**src/rtl/cpu_pkg.sv**
```systemverilog
// Shared RV32I decode constants: execute opcodes, major opcodes, branch funct3
// codes and the ALU opcode selector used by the issue stage.
package cpu_pkg;

  localparam logic [3:0] ALU_ADD  = 4'd0;
  localparam logic [3:0] ALU_SUB  = 4'd1;
  localparam logic [3:0] ALU_AND  = 4'd2;
  localparam logic [3:0] ALU_OR   = 4'd3;
  localparam logic [3:0] ALU_XOR  = 4'd4;
  localparam logic [3:0] ALU_SLL  = 4'd5;
  localparam logic [3:0] ALU_SRL  = 4'd6;
  localparam logic [3:0] ALU_SRA  = 4'd7;
  localparam logic [3:0] ALU_SLT  = 4'd8;
  localparam logic [3:0] ALU_SLTU = 4'd9;
  localparam logic [3:0] ALU_BEQ  = 4'd10;
  localparam logic [3:0] ALU_BNE  = 4'd11;
  localparam logic [3:0] ALU_BLT  = 4'd12;
  localparam logic [3:0] ALU_BLTU = 4'd13;
  localparam logic [3:0] ALU_BGE  = 4'd14;
  localparam logic [3:0] ALU_BGEU = 4'd15;

  localparam logic [6:0] OPC_OP     = 7'b0110011;
  localparam logic [6:0] OPC_OP_IMM = 7'b0010011;
  localparam logic [6:0] OPC_LUI    = 7'b0110111;
  localparam logic [6:0] OPC_AUIPC  = 7'b0010111;
  localparam logic [6:0] OPC_LOAD   = 7'b0000011;
  localparam logic [6:0] OPC_STORE  = 7'b0100011;
  localparam logic [6:0] OPC_BRANCH = 7'b1100011;
  localparam logic [6:0] OPC_JAL    = 7'b1101111;
  localparam logic [6:0] OPC_JALR   = 7'b1100111;

  localparam logic [2:0] F3_BEQ  = 3'b000;
  localparam logic [2:0] F3_BNE  = 3'b001;
  localparam logic [2:0] F3_BLT  = 3'b100;
  localparam logic [2:0] F3_BGE  = 3'b101;
  localparam logic [2:0] F3_BLTU = 3'b110;
  localparam logic [2:0] F3_BGEU = 3'b111;

  // alt is funct7[5]; it only selects SUB for register-register ops, SRA for both.
  function automatic logic [3:0] alu_sel(input logic [2:0] f3, input logic alt,
                                         input logic is_reg);
    case (f3)
      3'b000:  alu_sel = (alt && is_reg) ? ALU_SUB : ALU_ADD;
      3'b001:  alu_sel = ALU_SLL;
      3'b010:  alu_sel = ALU_SLT;
      3'b011:  alu_sel = ALU_SLTU;
      3'b100:  alu_sel = ALU_XOR;
      3'b101:  alu_sel = alt ? ALU_SRA : ALU_SRL;
      3'b110:  alu_sel = ALU_OR;
      default: alu_sel = ALU_AND;
    endcase
  endfunction

endpackage

```
**src/rtl/imm_gen.sv**
```systemverilog
// RV32I immediate extraction: sign-extended I/S/B/U/J immediates from the
// instruction word (the major opcode bits are not needed here).
module imm_gen (
  input  logic [31:7] instr,
  output logic [31:0] imm_i,
  output logic [31:0] imm_s,
  output logic [31:0] imm_b,
  output logic [31:0] imm_u,
  output logic [31:0] imm_j
);

  assign imm_i = {{20{instr[31]}}, instr[31:20]};
  assign imm_s = {{20{instr[31]}}, instr[31:25], instr[11:7]};
  assign imm_b = {{19{instr[31]}}, instr[31], instr[7], instr[30:25], instr[11:8], 1'b0};
  assign imm_u = {instr[31:12], 12'b0};
  assign imm_j = {{11{instr[31]}}, instr[31], instr[19:12], instr[20], instr[30:21], 1'b0};

endmodule

```
**src/rtl/id_ex_issue.sv**
```systemverilog
// RV32I decode-and-issue stage with a single-entry ID/EX register.
// Optional load-use interlock enabled by defining LOAD_USE_STALL_EN.
import cpu_pkg::*;

module id_ex_issue #(
  parameter int          XLEN     = 32,
  parameter logic [31:0] RESET_PC = 32'h0000_0000
) (
  input  logic            clk,
  input  logic            rst,
  input  logic            id_valid,
  output logic            id_ready,
  input  logic [31:0]     id_instr,
  input  logic [XLEN-1:0] id_pc,
  input  logic [XLEN-1:0] id_rs1_data,
  input  logic [XLEN-1:0] id_rs2_data,
  input  logic            flush,
  input  logic            ex_ready,
  output logic            ex_valid,
  output logic [3:0]      ex_aluop,
  output logic [XLEN-1:0] ex_a,
  output logic [XLEN-1:0] ex_b,
  output logic [XLEN-1:0] ex_rs2_data,
  output logic [4:0]      ex_rd,
  output logic            ex_wb_en,
  output logic            ex_mem_rd,
  output logic            ex_mem_wr,
  output logic [2:0]      ex_funct3,
  output logic            ex_is_branch,
  output logic            ex_is_jump,
  output logic [XLEN-1:0] ex_target,
  output logic [XLEN-1:0] ex_pc,
  output logic            ex_illegal
);

  logic [31:0] imm_i, imm_s, imm_b, imm_u, imm_j;
  logic [6:0]  opcode_p0;
  logic [2:0]  f3_p0;
  logic [4:0]  rd_p0;
  logic [3:0]  aluop_p0;
  logic [XLEN-1:0] a_p0, b_p0, tgt_p0;
  logic        wb_req_p0, wb_en_p0, mem_rd_p0, mem_wr_p0, br_p0, jmp_p0, ill_p0;

  logic            vld_p1;
  logic [3:0]      aluop_p1;
  logic [XLEN-1:0] a_p1, b_p1, rs2_p1, tgt_p1, pc_p1;
  logic [4:0]      rd_p1;
  logic [2:0]      f3_p1;
  logic            wb_en_p1, mem_rd_p1, mem_wr_p1, br_p1, jmp_p1, ill_p1;

  logic hazard, xfer;

  imm_gen u_imm_gen (
    .instr (id_instr[31:7]),
    .imm_i (imm_i),
    .imm_s (imm_s),
    .imm_b (imm_b),
    .imm_u (imm_u),
    .imm_j (imm_j)
  );

  assign opcode_p0 = id_instr[6:0];
  assign f3_p0     = id_instr[14:12];
  assign rd_p0     = id_instr[11:7];

  // ---- stage p0: combinational decode ----
  always_comb begin
    aluop_p0  = ALU_ADD;
    a_p0      = '0;
    b_p0      = '0;
    tgt_p0    = '0;
    wb_req_p0 = 1'b0;
    mem_rd_p0 = 1'b0;
    mem_wr_p0 = 1'b0;
    br_p0     = 1'b0;
    jmp_p0    = 1'b0;
    ill_p0    = 1'b0;
    case (opcode_p0)
      OPC_OP: begin
        a_p0      = id_rs1_data;
        b_p0      = id_rs2_data;
        aluop_p0  = alu_sel(f3_p0, id_instr[30], 1'b1);
        wb_req_p0 = 1'b1;
      end
      OPC_OP_IMM: begin
        a_p0      = id_rs1_data;
        b_p0      = (f3_p0 == 3'b001 || f3_p0 == 3'b101)
                    ? {{(XLEN-5){1'b0}}, id_instr[24:20]} : imm_i;
        aluop_p0  = alu_sel(f3_p0, id_instr[30], 1'b0);
        wb_req_p0 = 1'b1;
      end
      OPC_LUI: begin
        b_p0      = imm_u;
        wb_req_p0 = 1'b1;
      end
      OPC_AUIPC: begin
        a_p0      = id_pc;
        b_p0      = imm_u;
        wb_req_p0 = 1'b1;
      end
      OPC_LOAD: begin
        a_p0      = id_rs1_data;
        b_p0      = imm_i;
        mem_rd_p0 = 1'b1;
        wb_req_p0 = 1'b1;
      end
      OPC_STORE: begin
        a_p0      = id_rs1_data;
        b_p0      = imm_s;
        mem_wr_p0 = 1'b1;
      end
      OPC_BRANCH: begin
        if (f3_p0 == 3'b010 || f3_p0 == 3'b011) begin
          ill_p0 = 1'b1;
        end else begin
          a_p0   = id_rs1_data;
          b_p0   = id_rs2_data;
          tgt_p0 = id_pc + imm_b;
          br_p0  = 1'b1;
          case (f3_p0)
            F3_BEQ:  aluop_p0 = ALU_BEQ;
            F3_BNE:  aluop_p0 = ALU_BNE;
            F3_BLT:  aluop_p0 = ALU_BLT;
            F3_BGE:  aluop_p0 = ALU_BGE;
            F3_BLTU: aluop_p0 = ALU_BLTU;
            default: aluop_p0 = ALU_BGEU;
          endcase
        end
      end
      OPC_JAL: begin
        a_p0      = id_pc;
        b_p0      = 32'd4;
        tgt_p0    = id_pc + imm_j;
        jmp_p0    = 1'b1;
        wb_req_p0 = 1'b1;
      end
      OPC_JALR: begin
        a_p0      = id_pc;
        b_p0      = 32'd4;
        tgt_p0    = (id_rs1_data + imm_i) & ~32'd1;
        jmp_p0    = 1'b1;
        wb_req_p0 = 1'b1;
      end
      default: ill_p0 = 1'b1;
    endcase
  end

  assign wb_en_p0 = wb_req_p0 && (rd_p0 != 5'd0);

`ifdef LOAD_USE_STALL_EN
  logic use_rs1_p0, use_rs2_p0;

  always_comb begin
    use_rs1_p0 = 1'b0;
    use_rs2_p0 = 1'b0;
    case (opcode_p0)
      OPC_OP, OPC_STORE, OPC_BRANCH: begin
        use_rs1_p0 = 1'b1;
        use_rs2_p0 = 1'b1;
      end
      OPC_OP_IMM, OPC_LOAD, OPC_JALR: use_rs1_p0 = 1'b1;
      default: ;
    endcase
  end

  assign hazard = vld_p1 && mem_rd_p1 && (rd_p1 != 5'd0) &&
                  ((use_rs1_p0 && (id_instr[19:15] == rd_p1)) ||
                   (use_rs2_p0 && (id_instr[24:20] == rd_p1)));
`else
  assign hazard = 1'b0;
`endif

  // Flush forces ready so fetch can discard whatever it is offering.
  assign id_ready = flush || ((!vld_p1 || ex_ready) && !hazard);
  assign xfer     = id_valid && id_ready && !flush;

  // ---- stage p1: ID/EX register ----
  always_ff @(posedge clk) begin
    if (rst) begin
      vld_p1    <= 1'b0;
      aluop_p1  <= '0;
      a_p1      <= '0;
      b_p1      <= '0;
      rs2_p1    <= '0;
      rd_p1     <= '0;
      f3_p1     <= '0;
      wb_en_p1  <= 1'b0;
      mem_rd_p1 <= 1'b0;
      mem_wr_p1 <= 1'b0;
      br_p1     <= 1'b0;
      jmp_p1    <= 1'b0;
      tgt_p1    <= '0;
      pc_p1     <= RESET_PC;
      ill_p1    <= 1'b0;
    end else begin
      if (flush)         vld_p1 <= 1'b0;
      else if (xfer)     vld_p1 <= 1'b1;
      else if (ex_ready) vld_p1 <= 1'b0;
      if (xfer) begin
        aluop_p1  <= aluop_p0;
        a_p1      <= a_p0;
        b_p1      <= b_p0;
        rs2_p1    <= id_rs2_data;
        rd_p1     <= rd_p0;
        f3_p1     <= f3_p0;
        wb_en_p1  <= wb_en_p0;
        mem_rd_p1 <= mem_rd_p0;
        mem_wr_p1 <= mem_wr_p0;
        br_p1     <= br_p0;
        jmp_p1    <= jmp_p0;
        tgt_p1    <= tgt_p0;
        pc_p1     <= id_pc;
        ill_p1    <= ill_p0;
      end
    end
  end

  assign ex_valid     = vld_p1;
  assign ex_aluop     = aluop_p1;
  assign ex_a         = a_p1;
  assign ex_b         = b_p1;
  assign ex_rs2_data  = rs2_p1;
  assign ex_rd        = rd_p1;
  assign ex_wb_en     = wb_en_p1;
  assign ex_mem_rd    = mem_rd_p1;
  assign ex_mem_wr    = mem_wr_p1;
  assign ex_funct3    = f3_p1;
  assign ex_is_branch = br_p1;
  assign ex_is_jump   = jmp_p1;
  assign ex_target    = tgt_p1;
  assign ex_pc        = vld_p1 ? pc_p1 : RESET_PC;
  assign ex_illegal   = ill_p1;

endmodule

```
**config.mk**
```make
export PLATFORM = sky130hd
export DESIGN_NAME = id_ex_issue
export DESIGN_NICKNAME = d
export VERILOG_FILES = /design/src/rtl/cpu_pkg.sv /design/src/rtl/imm_gen.sv /design/src/rtl/id_ex_issue.sv
export SDC_FILE = /design/constraint.sdc
export NUM_CORES = 1
export LEC_CHECK = 0
export CAP_MARGIN = 20
export CORE_MARGIN = 2
export CORE_UTILIZATION = 49
export DETAILED_ROUTE_END_ITERATION = 10
export PLACE_DENSITY = 0.8
export SETUP_SLACK_MARGIN = 0.4
export SYNTH_ARGS = -nofsm -noshare
export SYNTH_HDL_FRONTEND = slang
export SYNTH_SLANG_ARGS = --single-unit
```
**constraint.sdc**
```tcl
create_clock -name clk -period 4.7 [get_ports clk]
set_input_delay 1.41 -clock clk [delete_from_list [all_inputs] [get_ports clk]]
set_output_delay 1.41 -clock clk [all_outputs]
set_load 0.01 [all_outputs]
```
==> flow_metrics.py <==
metrics = {
    "clock_network": {
        "cts_buffer_depth": 2,
        "cts_tree": "yes",
        "cts_root_buf": "clkbuf_16",
        "clk_latency_ns": 0.45,
        "clkSinkCount": 179,
        "cts_inserted_buffers": 17,
        "path_clk_slew_ns": 0.08,
        "hold_buffers": 0,
        "htree_levels": 4,
    },
    "job": {
        "timing.max_cap.violations": 0,
    },
    "final_layout": {
        "final_common_cell": "clkdlybuf4s50_1",
        "fillers": 1870,
        "final_area_mm2": 0.0164,
        "antennaDiodeCount": 0,
        "post-route-util": 0.720,
        "final_nets": 2135,
        "stdcell_count": 2252,
        "drive_gt1_frac": 0.108,
        "area_delta_synth_final_pct": 43.2,
        "layout_common_cells": "clkdlybuf4s50_1 (305), a21oi_1 (244), nand2_1 (233)",
    },
    "sta": {
        "worstMarginPinSlew_ns": 0.821,
        "period_needed_ns": 4.22,
        "slew_viol_final": 0,
        "period_share": 0.899,
        "hold_viol": 0,
        "skew_ns": 0.0102,
        "fmax_ghz": 0.237,
        "relSlewSlack": 0.453,
        "setup_viol": 0,
        "rsz0062_at_grt": "true",
        "fin_ws_ns": 0.476,
    },
    "worst_setup_path": {
        "critical-path-top-delay-family": "compound AO/OA/AOI/OAI gates",
        "critPathMaxFanout": 8,
        "arrival_ns": 4.56,
        "r2r_end": "ex_a[13]",
        "crit_chain": "clkdlybuf4s50_1, ha_2, nor2_2, nor3_4, a211oi_2, nor3b_1, o31a_1, a221o_2, a21bo_2, a31oi_2, mux2i_1, nand3_1",
        "crit_slowest_cell": "clkdlybuf4s50_1",
        "r2r-start": "ex_valid",
        "rrSetupSlack_ns": 2.14,
        "start_kind": "input port",
        "max_stage_delay_ns": 0.63,
        "crit_type": "in2reg",
        "rr_worst_depth": 8,
        "crit_path_end_kind": "flop",
        "crit_required_ns": 5.03,
        "path_buf_inv": 1,
    },
    "global_route": {
        "gr-total-overflow": 0,
        "grt_pass1_vias": 13000,
        "grt_pass1_wl_mm": 71.6,
        "grt_max_degree": 74,
        "grtUsageTotal": 0.375,
        "antenna_found_initial": 1,
    },
    "power": {
        "powerDensity_mw_per_mm2": 257,
        "leakagePower_nw": 6.29,
        "peakVddDrop_v": 0.000237,
        "power.total_mw": 4.22,
    },
    "synth": {
        "postSynthRegisterBits": 179,
        "synth_mux_area_frac": 0.00273,
        "syn_area_mm2": 0.0114,
        "synth_edf_count": 0,
        "synthDistinctLibCells": 62,
        "syn_area_per_cell_um2": 7.35,
        "synth_adder_area_share": 0.0851,
        "synth_warnings": 0,
        "synth_nets": 1766,
        "synth_largest_area_cell": "dfxtp_1",
        "async_reset_ff_frac": 0,
        "synth-seq-area-share": 0.313,
        "yosys.area_share.simple": 0.216,
        "synth_compound_area_frac": 0.301,
        "synthCells": 1557,
        "synthFlopType": "dfxtp_1",
        "yosys.area.top_type_share": 0.313,
        "synth_top_family_by_area": "compound AO/OA/AOI/OAI gates",
        "synth.area.top_cells": "dfxtp_1 (31%), a21oi_1 (11%), ha_1 (8.0%)",
        "synthXorXnorAreaFrac": 0.0452,
    },
    "detailed_routing": {
        "route.met3.wl_mm": 4.44,
        "routed_via_density": 6.00,
        "drtIter0Drc": 1289,
        "routedWlPerCell_um": 21.1,
        "wl_mm": 47.5,
        "highest-signal-layer": "met5",
        "vias": 13500,
        "drc": 0,
        "ant_nets": 0,
        "drt-met1-wl_mm": 18.8,
        "drtPass1Iterations": 6,
        "wl_met2_mm": 22.2,
    },
    "place": {
        "place_congestion": 0.987,
        "pre_cts_ws_ns": -0.159,
        "dp_cells": 2220,
        "postPlaceCellArea_mm2": 0.0156,
        "numPortBuffers": 312,
        "dp_hpwl_mm": 36.1,
    },
    "min_path": {
        "hold_path_class": "reg2reg",
        "min-delay-start": "ex_target[16]",
        "hold_depth": 2,
        "min_to": "ex_target[16]",
    },
    "die": {
        "die_x_um": 157,
        "initial_core_util": 0.502,
        "io_pins": 313,
        "die_area_mm2": 0.0246,
        "core_mm2": 0.0228,
        "num_rows": 55,
        "die_y_um": 157,
    },
    "status": {
        "run_status": "completed",
    },
}
## Yosys cell counts (all sizes together), types with 4 or more instances
| cell type | n |
|---|---|
| nand2 | 233 |
| nand2b | 14 |
| clkbuf | 84 |
| xor2 | 25 |
| nor4 | 7 |
| a22o | 4 |
| dfxtp | 179 |
| or3 | 6 |
| and2 | 38 |
| nor3 | 19 |
| and3 | 10 |
| a211oi | 20 |
| inv | 18 |
| a31oi | 12 |
| or2 | 6 |
| buf | 9 |
| a21o | 33 |
| a21oi | 248 |
| ha | 73 |
| a222oi | 9 |
| nand4 | 10 |
| o21a | 8 |
| o21bai | 8 |
| xnor2 | 34 |
| nor2b | 10 |
| o221ai | 4 |
| a22oi | 46 |
| nor2 | 202 |
| o22ai | 11 |
| o211ai | 5 |
| o21ai | 94 |
| a41oi | 4 |
| nand3 | 10 |
| a221o | 4 |
| a221oi | 27 |
## through the flow
stage                     TNS [ns]  hold slack (ns)
final                            0            0.449
after floorplan                  0            0.432
after detailed placement    -0.979            0.437
after global placement      -0.367            0.434
after CTS                        0            0.449
after global routing             0            0.467
## worst max-delay path by stage
stage | cells past startpoint | start | endpoint
after floorplan | 12 | id_instr[21] | ex_target[19]
after global placement | 15 | id_instr[22] | ex_target[22]
after detailed placement | 14 | id_instr[22] | ex_target[19]
after CTS | 13 | id_pc[1] | ex_target[29]
after global routing | 13 | id_pc[1] | ex_target[26]
final | 12 | id_instr[25] | ex_target[26]
## what timing repair did
action,4_1_cts,5_1_grt
setup endpoints to repair,7,15
endpoints found under the hold margin,0,0
pin swaps,0,9
resized for setup,4,34
setup buffers,0,0
## per-layer routing
metal / up-vias / global-route usage
met5: - / 0
met4: 2 / 0.163
met3: 118 / 0.0825
met2: 749 / 0.622
met1: 6329 / 0.467
li1: 6319 / -
## report_power, final
| part | switching [mW] | internal (mW) | total, mW |
|---|---|---|---|
| combinational | 0.629 | 0.502 | 1.13 |
| clock | 0.775 | 0.743 | 1.52 |
| sequential | 0.0188 | 1.55 | 1.57 |
## state kept, by name, indices dropped and copies added (netlist names)
name,flops
ex_a,32
ex_aluop,4
ex_b,32
ex_funct3,3
ex_illegal,1
ex_is_branch,1
ex_is_jump,1
ex_mem_rd,1
ex_mem_wr,1
ex_rd,5
ex_rs2_data,32
ex_target,32
ex_valid,1
ex_wb_en,1
pc_p1,32
## worst register-to-register path, cell delays in order, from the launching register on
cell,delay [ns]
dfxtp_1,0.50
nand2b_1,0.29
nor2b_4,0.30
buf_4,0.62
o21ai_2,0.21
buf_4,0.26
nor2_1,0.18
a21oi_1,0.06
nor2_1,0.08
## layout make-up
type                    count  area (um^2)  share of cell area
clock buffers              18          439              0.0268
clock inverters            14          180              0.0110
inverters                  18         67.6             0.00412
multi-input cells        1267         7590               0.463
flip-flops and latches    179         3580               0.219
well taps                 313          392              0.0239
repair buffers            443         4130               0.252
## kinds of logic (layout without fill, tap and decap cells)
logic type,count (synthesis),count (layout)
mux,3,3
compound gates,558,558
simple gates,571,571
xor+xnor,59,59
fa+ha+maj,76,76
buf+inv,111,493
flops,179,179
Note: power is estimated with default switching activity, not from simulation.
